File: src/rtl/delay_arbiter.sv
// rtl/delay_arbiter.sv - round-robin shared delay counter; optional prescaler under DELAY_PRESCALE_EN
module delay_arbiter #(
  parameter int NUM_REQ       = 4,
  parameter int WIDTH         = 18,
  parameter int PRESCALE      = 1000,
  parameter int PRESCALE_BITS = 10
) (
  input  logic                     Clock,
  input  logic                     Resetn,
  input  logic [NUM_REQ-1:0]       Req,
  input  logic [NUM_REQ*WIDTH-1:0] Length,
  output logic [NUM_REQ-1:0]       Grant,
  output logic [NUM_REQ-1:0]       Done,
  output logic                     Busy,
  output logic [WIDTH-1:0]         Count
);

  localparam int PW = (NUM_REQ > 1) ? $clog2(NUM_REQ) : 1;

  // The prescaler must be able to hold PRESCALE-1.
  if ((PRESCALE < 1) || (PRESCALE > (1 << PRESCALE_BITS))) begin : g_bad_prescale
    $error("delay_arbiter: PRESCALE does not fit in PRESCALE_BITS");
  end

  typedef enum logic [1:0] {S_IDLE, S_COUNT, S_DONE} state_t;

  state_t               state_q, state_d;
  logic [PW-1:0]        ptr_q, ptr_d;
  logic [WIDTH-1:0]     len_q, len_d;
  logic [WIDTH-1:0]     count_q, count_d;
  logic [NUM_REQ-1:0]   grant_q, grant_d;
  logic [NUM_REQ-1:0]   done_q, done_d;
  logic                 busy_q, busy_d;

  logic                 found;
  logic [PW-1:0]        win;
  logic [PW-1:0]        cand;
  logic [WIDTH-1:0]     sel_len;
  logic                 tick;

`ifdef DELAY_PRESCALE_EN
  logic [PRESCALE_BITS-1:0] presc_q;

  assign tick = (presc_q == PRESCALE_BITS'(PRESCALE - 1));

  // Prescaler runs only while staying in COUNT; it restarts from 0 on every entry and on abort.
  always_ff @(posedge Clock or negedge Resetn) begin
    if (!Resetn) begin
      presc_q <= '0;
    end else if ((state_q != S_COUNT) || (state_d != S_COUNT) || tick) begin
      presc_q <= '0;
    end else begin
      presc_q <= presc_q + 1'b1;
    end
  end
`else
  assign tick = 1'b1;
`endif

  // Round-robin search: first requester above the pointer, wrapping around.
  always_comb begin
    found = 1'b0;
    win   = '0;
    cand  = '0;
    for (int k = 1; k <= NUM_REQ; k++) begin
      cand = PW'((int'(ptr_q) + k) % NUM_REQ);
      if (!found && Req[cand]) begin
        found = 1'b1;
        win   = cand;
      end
    end
    sel_len = Length[int'(win)*WIDTH +: WIDTH];
  end

  // Next-state and next-output logic; every output is registered below.
  always_comb begin
    state_d = state_q;
    ptr_d   = ptr_q;
    len_d   = len_q;
    count_d = '0;
    grant_d = '0;
    done_d  = '0;
    busy_d  = 1'b0;
    case (state_q)
      S_IDLE: begin
        if (found) begin
          state_d      = S_COUNT;
          ptr_d        = win;
          len_d        = (sel_len == '0) ? WIDTH'(1) : sel_len;
          grant_d[win] = 1'b1;
          busy_d       = 1'b1;
        end
      end
      S_COUNT: begin
        if (!Req[ptr_q]) begin
          // Abort: owner withdrew, pointer keeps it so it gets lowest priority.
          state_d = S_IDLE;
        end else if (tick && (count_q == len_q - 1'b1)) begin
          state_d       = S_DONE;
          done_d[ptr_q] = 1'b1;
          busy_d        = 1'b1;
        end else begin
          grant_d = grant_q;
          busy_d  = 1'b1;
          count_d = tick ? count_q + 1'b1 : count_q;
        end
      end
      S_DONE: begin
        state_d = S_IDLE;
      end
      default: begin
        state_d = S_IDLE;
      end
    endcase
  end

  // State and output registers; pointer resets to the top so requester 0 wins first.
  always_ff @(posedge Clock or negedge Resetn) begin
    if (!Resetn) begin
      state_q <= S_IDLE;
      ptr_q   <= PW'(NUM_REQ - 1);
      len_q   <= '0;
      count_q <= '0;
      grant_q <= '0;
      done_q  <= '0;
      busy_q  <= 1'b0;
    end else begin
      state_q <= state_d;
      ptr_q   <= ptr_d;
      len_q   <= len_d;
      count_q <= count_d;
      grant_q <= grant_d;
      done_q  <= done_d;
      busy_q  <= busy_d;
    end
  end

  assign Grant = grant_q;
  assign Done  = done_q;
  assign Busy  = busy_q;
  assign Count = count_q;

endmodule

File: config.mk
export PLATFORM = sky130hd
export DESIGN_NAME = delay_arbiter
export DESIGN_NICKNAME = d
export VERILOG_FILES = /design/src/rtl/delay_arbiter.sv
export SDC_FILE = /design/constraint.sdc
export NUM_CORES = 1
export LEC_CHECK = 0
export BUFFER_PORTS_ARGS = -buffer_cell sky130_fd_sc_hd__buf_4
export CAP_MARGIN = 10
export CORE_UTILIZATION = 53
export DETAILED_ROUTE_END_ITERATION = 16
export GPL_TIMING_DRIVEN = 0
export PLACE_DENSITY = 0.9
export SYNTH_ARGS = -nofsm -noshare
export SYNTH_HDL_FRONTEND = slang
export SYNTH_SLANG_ARGS = --single-unit
File: constraint.sdc
create_clock -name Clock -period 3.9 [get_ports Clock]
set_clock_uncertainty 0.1 [all_clocks]
set_input_delay 0.195 -clock Clock [delete_from_list [all_inputs] [get_ports Clock]]
set_output_delay 0.195 -clock Clock [all_outputs]
set_load 0.02 [all_outputs]
==> Word-level counts from Yosys, hierarchy flattened <==
Cells that the tools add are included.
{ "word_totals": {"reg_bits": 49, "out_inout_bits": 27, "input_bits": 78, "word_cells": 79} }
{ "classes": {"n_eq_ne": 4, "muxes": 40, "reduce_logical": 12, "n_addsub": 6, "n_shift": 1, "magnitude_cmp": 8, "mul": 1} }
{ "op_table": {"columns": ["cell", "n"], "rows": [
  ["$mux W18", 4],
  ["$shiftx A72 B8 Y18", 1],
  ["$mux W4", 6],
  ["$add A18 B1 Y18 const B", 1],
  ["$eq A18 B18 Y1", 1],
  ["$logic_not A18 Y1", 1],
  ["$lt A2 B3 Y1 const B", 6],
  ["$sub A18 B1 Y18 const B", 1],
  ["$mux W2", 7],
  ["$mux W1", 13],
  ["$bmux W1 S2", 5],
  ["$pmux W4 S2", 1],
  ["$mul A2 B4 Y6 const B", 1],
  ["$logic_and A1 B1 Y1", 5],
  ["$add A2 B1 Y2 const B", 2],
  ["$add A2 B2 Y2 const B", 2],
  ["$demux W1 S2", 2],
  ["$ge A2 B1 Y1 const B", 2],
  ["$pmux W2 S2", 1],
  ["$reduce_and A2 Y1", 2],
  ["$logic_not A1 Y1", 3],
  ["$ne A3 B3 Y1 const B", 1],
  ["$eq A2 B1 Y1 const B", 1],
  ["$logic_not A2 Y1", 1],
  ["other kinds (2)", 2]
]} }

==> Logic depth before layout (Yosys ltp) <==
Gate-level depths: netlist of run 1.
{ "depth": {"ltp_word": 19, "ltp_mapped": 12, "ltp_nobuf": 9} }

==> Worst setup path after synthesis of run 1 <==
Ideal clock, no wire load.
{ "synth_path": {"path_kind": "register to register", "start": "register len_q[2]", "end": "register count_q[1] (netlist: Count[1])", "setup_slack_ps": 727, "setup_ps": 120, "arrival_ps": 2954, "stages_incl_launch_ff": 10, "period_less_slack_ps": 3173, "n_path_buf": 2, "required_time_ps": 3680, "path_cell_list": "dfrtp_1 -> buf_6 -> or4_4 -> or4_4 -> o32a_1 -> nor4_2 -> o2111ai_1 -> or3_1 -> buf_2 -> and3_1"} }
{ "synth_via": {"elab_chain_cells": 5} }
{ "synth_lines": {"columns": ["element", "line_no", "text"], "rows": [
  ["start, declared", "29", "logic [WIDTH-1:0] len_q, len_d;"],
  ["start signal, assigned", "130", "len_q <= len_d;"],
  ["$sub A18 B1 Y18", "98", "end else if (tick && (count_q == len_q - 1'b1)) begin"],
  ["$eq A18 B18 Y1", "98", null],
  ["$mux W18", "98", null],
  ["$mux W18", "95", "if (!Req[ptr_q]) begin"],
  ["$mux W18", "84", "case (state_q)"],
  ["via count_d[1]", "30", "logic [WIDTH-1:0] count_q, count_d;"],
  ["end signal, assigned", "131", "count_q <= count_d;"],
  ["end, declared", "30", null]
]} }
The timed path passes the listed nets, and every way through them passes these cells.
A chain may end at the register's enable or synchronous reset.

==> Final worst setup path of run 1 <==
{ "layout_path": {"start": "register ptr_q[0]", "end": "register len_q[0]"} }
{ "layout_via": {"elab_chain_cells": 17, "word_cells_on_any_way": 31, "classes_between": "4 x add/sub; 1 x mul; 1 x shift; 17 x mux; 8 x reduce/logical"} }
{ "layout_lines": {"columns": ["element", "line_no", "text"], "rows": [
  ["start, declared", "28", "logic [PW-1:0] ptr_q, ptr_d;"],
  ["start signal, assigned", "121", "ptr_q <= PW'(NUM_REQ - 1);"],
  ["start signal, assigned", "129", "ptr_q <= ptr_d;"],
  ["$add A2 B1 Y2", "66", "cand = PW'((int'(ptr_q) + k) % NUM_REQ);"],
  ["$bmux W1 S2", "67", "if (!found && Req[cand]) begin"],
  ["$mux W1 (not written as such)", "67", null],
  ["$mux W1", "67", null],
  ["$logic_not A1 Y1", "67", null],
  ["$logic_and A1 B1 Y1", "67", null],
  ["$mux W1", "67", null],
  ["$logic_not A1 Y1", "67", null],
  ["$logic_and A1 B1 Y1", "67", null],
  ["$mux W1", "67", null],
  ["$logic_not A1 Y1", "67", null],
  ["$logic_and A1 B1 Y1", "67", null],
  ["$mux W2", "67", null],
  ["$mul A2 B4 Y6", "72", "sel_len = Length[int'(win)*WIDTH +: WIDTH];"],
  ["$shiftx A72 B8 Y18", "72", null],
  ["$logic_not A18 Y1", "89", "len_d = (sel_len == '0) ? WIDTH'(1) : sel_len;"],
  ["$mux W18", "89", null]
]} }
Several ways; a longest one is shown, not always the timed one. The select of a mux whose other input is x is not followed.

==> impl_results.md, run 1 <==
- Yosys top cell by area: dfrtp_1
- Crit path capture type: flop
- Ys flop type: dfrtp_1
- Sink Count: 49
- Final setup fails: 0
- Syn Nets: roughly 540
- Initial Utilization: 0.552
- Postcts setup bufs: 0
- Clock power frac: 0.111
- Core Rows: 30
- Switching portion of total power: 0.500
- Tmin final: 3.66 ns
- Arrival @ worst endpoint: 3.76 ns
- Yosys top cell area share: 0.312
- Worst hold path class: primary input to flop
- PnR worst setup slack: roughly 0.24 ns
- Comb pwr share: 0.640
- Root Buffer: clkbuf_8
- Detailed placement HPWL: approximately 8600 um
- Yosys warns: 0
- Syn-to-layout area delta: 27.0%
- CTS tree: yes
- Number of synthesized flops with an enable pin: 0
- Max Clk Rate: 274 MHz
- Sequential power share: 0.249
- H-tree Lvls: 2
- Final core utilization: 0.701
- Slew margin rel.: 0.416
- Seq/Total Area, Yosys: 0.326
- Slowest library cell on the worst path: dfstp_2
- Largest net degree at the start of global routing: 50
- Req. time, crit path: 4.00 ns
- Syn Area/Cell: 8.22 um^2
- Clk buf depth: 2
- Die width: 86.4 um
- Iter 0 DRT Violations: 280
- DRT Pass-1 Iters: 5
- Fraction of layout cells with a size suffix above 1: 0.236
- Leakage: 2.19 nW
- Die Y: 86.4 um
- CP startpoint kind: flop
- Die Area: 7460 um^2
- Core area: between 6000 and 7000 um^2
- RSZ-0062 raised after global routing: no
- Vias in the first global route: 3932
- Routed vias/inst: 6.06
- Crit path cell chain: clkbuf_1 > inv_1 > ha_1 > inv_1 > o31ai_1 > o21a_2 > clkbuf_1 > o2111ai_1 > a22oi_1 > nand4_1 > o31ai_1
- Final period util: 0.937
- CTS Buf Count: 5
- Distinct cell type count after synthesis: 57
- Grt ovf: 0
- Final Routed Wirelength: 11000 um
- Net Switching: 1.69 mW
- Crit Path Class: flop to flop
- FFs w/ async S/R, synth: 1.00
- Port bufs: 103
- CP Max Fanout: 11
- Final ANT Viol Nets: 0
- DR top layer: met4
- Diodes inserted: 0
- Wl on met1: between 4000 and 5000 um
- Final setup TNS: 0 ns
- Total Routing Usage GR: 0.308
- Worst slack at placement: -0.0782 ns
- Largest stage delay, worst path: between 0.5 and 0.6 ns
- Met2 Wirelength: around 5400 um
- Met3 WL post-DR: roughly 860 um
- Worst-path clk slew: ~0.09 ns
- Max Cap Viol: 0
- Initial antenna violation count: 0
- IO Count: 105
- Worst vdd ir: 0.000465 V
- First-pass GRT wire length: 18100 um
- Residual DRC count: 0
- Top cells by area, synth: dfrtp_1, o211ai_1, inv_1
- Status: finished clean
- Tightest Pin Transition: slightly below 0.9 ns
- #FFs+latches synth: 49
- Synthesized cell area: 3770 um^2
- Overall power: between 3 and 4 mW
- Fin nets: 652
- Internal power: 1.69 mW
- Pins over their slew limit: 0
- Via Count: roughly 4000
- Mapped Cells: 459
- Worst skew pair latency: 0.31 ns
- DR WL/cell: 16.5 um
- Final count of hold timing violations: 0
- GPL Wtd Cong: 0.899
- Pwr dens: 706 nW/um^2
- Most common library cells after synthesis: dfrtp_1, inv_1, nand2_1, nor2_1, o211ai_1
## critical path, delay by kind of cell (launching register included)
family / cells / cell delay (ns)
DFF: 1 / 0.57
buffers and inverters: 4 / 0.96
adders and majority gates: 1 / 0.41
AOI/OAI and AO/OA: 5 / 1.37
and+or+nand+nor: 1 / 0.14
## cell families (layout without fill, tap and decap cells)
kind of cell,Yosys count,in the layout,synth area share
muxes,15,15,0.0445
buffers and inverters,80,190,0.0836
AOI/OAI and AO/OA,133,133,0.258
adders and majority gates,6,6,0.0199
and+or+nand+nor,142,142,0.189
xor gates and xnor gates,34,34,0.0790
DFF,49,49,0.326
## state kept, by name, summed over array words and instances (netlist names)
register	flops
Count	18
Grant	4
len_q	18
state_q	2
ptr_q	2
Done	4
Busy	1
## power by group through the flow
stage	clock network [mW]	registers, mW	logic (mW)
final	0.374	0.844	2.17
after floorplan	0	0.808	1.54
after global placement	0	0.817	2.06
after global routing	0.393	0.867	2.39
after detailed placement	0	0.833	2.13
after CTS	0.376	0.826	2.14
## per-layer routing
| layer | GRT usage | up-vias |
|---|---|---|
| li1 | - | 1893 |
| met1 | 0.361 | 1869 |
| met2 | 0.553 | 230 |
| met3 | 0.0524 | 38 |
| met4 | 0.130 | 0 |
| met5 | 0 | - |
## area by class of cell
cell class              instances  area [um^2]
clock inverters                 1         30.0
plain buffers                  31          133
well taps                      96          120
fillers                       590         2040
inverters                      47          176
repair buffers                104          783
clock buffers                   7         86.3
multi-input cells             330         2230
flip-flops and latches         49         1230
## cell usage in the layout (no fill, tap or decap), types with 5 or more instances in the layout
cell type	instances
a22oi_1	7
clkbuf_1	25
nand2_1	45
nor2_1	31
o32ai_1	5
mux2i_1	10
o211ai_1	31
clkbuf_8	6
xor2_1	19
a21oi_1	7
o221ai_1	15
xnor2_1	15
dfrtp_1	47
and3_1	8
nand4_1	5
nand2b_1	5
nand3_1	11
o21ai_0	28
nor3_1	9
o2111ai_1	16
buf_4	104
ha_1	6
o31ai_1	5
inv_1	47
## timing repair
action,CTS,global route
endpoints found under the setup margin,1,1
hold buffers,1,0
gates resized for setup,0,4
hold endpoints to repair,47,0
pin swaps,0,1
## final timing paths
path | start | endpoint | slack [ns] | cells past startpoint
min in group asynchronous | Resetn | Count[0] | 0.34 | 2
min | Length[29] | len_q[11] | 0.24 | 5
max in group asynchronous | Resetn | len_q[10] | 2.97 | 2
min reg2reg | len_q[17] | len_q[17] | 0.44 | 2
max reg2reg | ptr_q[0] | len_q[0] | 0.24 | 11
max | ptr_q[0] | len_q[0] | 0.24 | 11
## stage by stage
stage	hold slack (ns)	cells	instance area (um^2)
global route	0.275	665	4790
finish	0.240	665	4790
floorplan	-0.201	459	3770
detailed placement	0.140	658	4660
CTS	0.253	666	4790
global placement	0.132	658	4660
No activity file was read; power rests on OpenSTA's default activity.
==> run 2, diff against run 1 <==
--- a/config.mk
+++ b/config.mk
@@ -5,9 +5,11 @@
 export SDC_FILE = /design/constraint.sdc
 export NUM_CORES = 1
 export LEC_CHECK = 0
+export ABC_AREA = 1
 export BUFFER_PORTS_ARGS = -buffer_cell sky130_fd_sc_hd__buf_4
 export CAP_MARGIN = 10
 export CORE_UTILIZATION = 53
+export CTS_CLUSTER_SIZE = 28
 export DETAILED_ROUTE_END_ITERATION = 16
 export GPL_TIMING_DRIVEN = 0
 export PLACE_DENSITY = 0.9
==> run 2 against run 1 <==
  * Maximum frequency grew 18%
  * Combinational power grew 43%
  * Total power grew 26%
  * Sequential share of layout area grew 1.0 points
  * Critical path type unchanged
  * Largest cell class unchanged
==> impl_results.md, run 2 <==
- WHS Path Cells: 5 (unchanged)
- Commonest non-fill, non-tap cells in the layout: nand2_1, buf_4, nor2_1
- Net Switching: 2.40 mW (+42%)
- Syn Nets: 622 (+15%)
- #FFs+latches synth: 49 (unchanged)
- Grt met2 use: 0.528 (-0.0250)
- CP startpoint kind: flop
- Leading cell type in the layout, fill and taps excluded: nand2_1
- Distinct cell type count after synthesis: 36 (-37%)
- Core Rows: 29 (-3.3%)
- Routed vias/inst: 5.51 (-9.1%)
- Diodes inserted: 0 (unchanged)
- Most common library cells after synthesis: nand2_1, nor2_1, inv_1, nand3_1, dfrtp_1
- Tmin final: 3.10 ns (-0.556 ns)
- Sequential power share: 0.196 (-0.053)
- Clk buf depth: 2 (unchanged)
- Final setup fails: 0 (unchanged)
- Die Area: 7170 um^2 (-3.8%)
- H-tree Lvls: 2 (unchanged)
- Yosys top cell area share: 0.325 (+0.0127)
- Die Y: 84.7 um (-1.9%)
- Port bufs: 104 (+0.97%)
- Top cells by area, synth: dfrtp_1, nand2_1, nor2_1
- FF-to-FF setup slack: 0.80 ns (+0.56 ns)
- Final period util: 0.795 (-0.143)
- DRT Pass-1 Iters: 8 (+3)
- Final Routed Wirelength: 10400 um (-5.7%)
- Number of synthesized flops with an enable pin: 0 (unchanged)
- Yosys warns: 0 (unchanged)
- First-pass GRT wire length: 17500 um (-2.8%)
- Tightest Pin Transition: 0.616 ns (-0.258 ns)
- Max Clk Rate: 323 MHz (+18%)
- CTS Buf Count: 5 (unchanged)
- Hold_buf cts: 1 (unchanged)
- Grt ovf: 0 (unchanged)
- Yosys top cell by area: dfrtp_1
- R2r startpoint: ptr_q[0]
- Initial Utilization: 0.561 (+0.00901)
- Crit Path Class: flop to flop
- Post-CTS resize count: 0 (unchanged)
- Final setup TNS: 0 ns (unchanged)
- Syn-to-layout area delta: 27.2%
- Residual DRC count: 0 (unchanged)
- Leakage: 2.47 nW (+13%)
- Initial antenna violation count: 0 (unchanged)
- Synthesized cell area: 3620 um^2 (-3.9%)
- Internal power: 1.87 mW (+11%)
- Iter 0 DRT Violations: 367 (+31%)
- Pins over their slew limit: 0 (unchanged)
- GPL Wtd Cong: 0.884 (-1.6%)
- Worst hold path class: primary input to flop
- Crit path capture type: flop
- Hold EP: len_q[16]
- Seq/Total Area, Yosys: 0.339 (+0.0133)
- Hold Crit Start: Length[52]
- RSZ-0062 raised after global routing: no
- M3 GR Usage: 0.0452 (-0.00715)
- Total Routing Usage GR: 0.304 (-0.00382)
- Worst skew pair latency: 0.32 ns (about the same)
- IO Count: 105 (unchanged)
- Count leader, synth: nand2_1
- Switching portion of total power: 0.563 (+0.0622)
- GR peak layer: met2
- Worst vdd ir: 0.000744 V (+60%)
- Slew margin rel.: 0.590 (+0.174)
- Met1 Usage GRT: 0.382 (+0.0209)
- Vias in the first global route: 3974 (+1.1%)
- Arrival @ worst endpoint: 3.23 ns (-0.53 ns)
- Worst r2r dst: len_q[0]
- Final ANT Viol Nets: 0 (unchanged)
- Ys flop type: dfrtp_1
- Req. time, crit path: 4.04 ns (+0.04 ns)
- Status: finished clean
- FFs w/ async S/R, synth: 1.00 (unchanged)
- Via Count: 4010 (-0.50%)
- Clock power frac: 0.077 (-0.034)
- Sink Count: 49 (unchanged)
- Min Hold Slack: 0.184 ns (-0.0557 ns)
- Final count of hold timing violations: 0 (unchanged)
- Root Buffer: clkbuf_8
- Die width: 84.7 um (-1.9%)
- CTS tree: yes
- Mapped Cells: 538 (+17%)
- Cells on worst reg2reg path: 19 (+8)
- Max Cap Viol: 0 (unchanged)
- Postcts setup bufs: 0 (unchanged)
- Largest net degree at the start of global routing: 50 (unchanged)
- Comb pwr share: 0.728 (+0.088)
- CP Max Fanout: 11 (unchanged)
- Detailed placement HPWL: 8210 um (-4.5%)
- Fin nets: 734 (+13%)
- Fraction of layout cells with a size suffix above 1: 0.226 (-0.00969)
- Syn Area/Cell: 6.74 um^2 (-18%)
- Core area: 6460 um^2 (-5.5%)
- DR WL/cell: 14.2 um (-14%)
- Pwr dens: 927 nW/um^2 (+31%)
- Worst-path clk slew: 0.10 ns (about the same)
-- run 2: worst max-delay path: stages, from the launching register on --
cell,delay (ns)
dfstp_2,0.56
buf_6,0.14
inv_8,0.06
ha_1,0.33
inv_1,0.08
nand3_1,0.11
nand2_1,0.11
a21oi_2,0.18
nand2_1,0.07
nand2_1,0.06
nand2_1,0.12
buf_2,0.22
buf_6,0.16
o21ai_0,0.10
nor2_1,0.06
nor2_1,0.16
nand2_1,0.08
nor2_1,0.10
nand3_1,0.09
a21oi_1,0.12
-- run 2: cells by family (layout without fill, tap and decap cells) --
logic type,after synthesis,count (layout),share of synthesized area
buffers and inverters,75,188,0.0929
AOI/OAI and AO/OA,36,36,0.0532
and+or+nand+nor,336,336,0.407
adders and majority gates,6,6,0.0207
xor gates and xnor gates,36,36,0.0870
DFF,49,49,0.339
-- run 2: stage by stage --
stage / cells / power [mW] / instance area, um^2 / worst slack, ns / utilization
finish: 728 / 4.27 / 4610 / 0.801 / 0.713
global route: 728 / 4.68 / 4610 / 0.568 / 0.713
CTS: 728 / 4.21 / 4610 / 0.846 / 0.713
detailed placement: 719 / 3.86 / 4500 / 0.876 / 0.697
global placement: 719 / 3.76 / 4500 / 0.948 / 0.697
floorplan: 538 / 3.07 / 3620 / 1.28 / -
-- run 2: power groups by stage --
stage	Combinational, mW	Sequential, mW	Clock, mW
after floorplan	2.25	0.818	0
after global placement	2.94	0.826	0
after detailed placement	3.03	0.838	0
after CTS	3.05	0.828	0.327
after global routing	3.48	0.848	0.351
final	3.11	0.835	0.328
-- run 2: area by class of cell --
type | instances | area, um^2
well taps | 77 | 96.3
flip-flops and latches | 49 | 1230
repair buffers | 105 | 791
fillers | 529 | 1850
clock buffers | 5 | 68.8
inverters | 58 | 225
multi-input cells | 414 | 2060
plain buffers | 17 | 111
clock inverters | 3 | 28.8
-- run 2: worst max-delay path by stage --
| stage | from | endpoint | slack [ns] | cells past startpoint |
|---|---|---|---|---|
| 3_3_place_gp | ptr_q[0] | len_q[0] | 0.95 | 20 |
| 3_5_place_dp | ptr_q[0] | len_q[0] | 0.88 | 19 |
| 2_1_floorplan | ptr_q[0] | len_q[0] | 1.28 | 20 |
| 5_1_grt | ptr_q[0] | len_q[0] | 0.57 | 20 |
| 4_1_cts | ptr_q[0] | len_q[0] | 0.85 | 20 |
| 6_report | ptr_q[0] | len_q[0] | 0.80 | 19 |
-- run 2: layer usage --
metal	part of all wire	wire, um	vias to the layer above
met5	0	0	-
met1	0.40	4100	1809
met3	0.091	945	36
met4	0.030	308	0
met2	0.48	5010	249
li1	-	-	1916
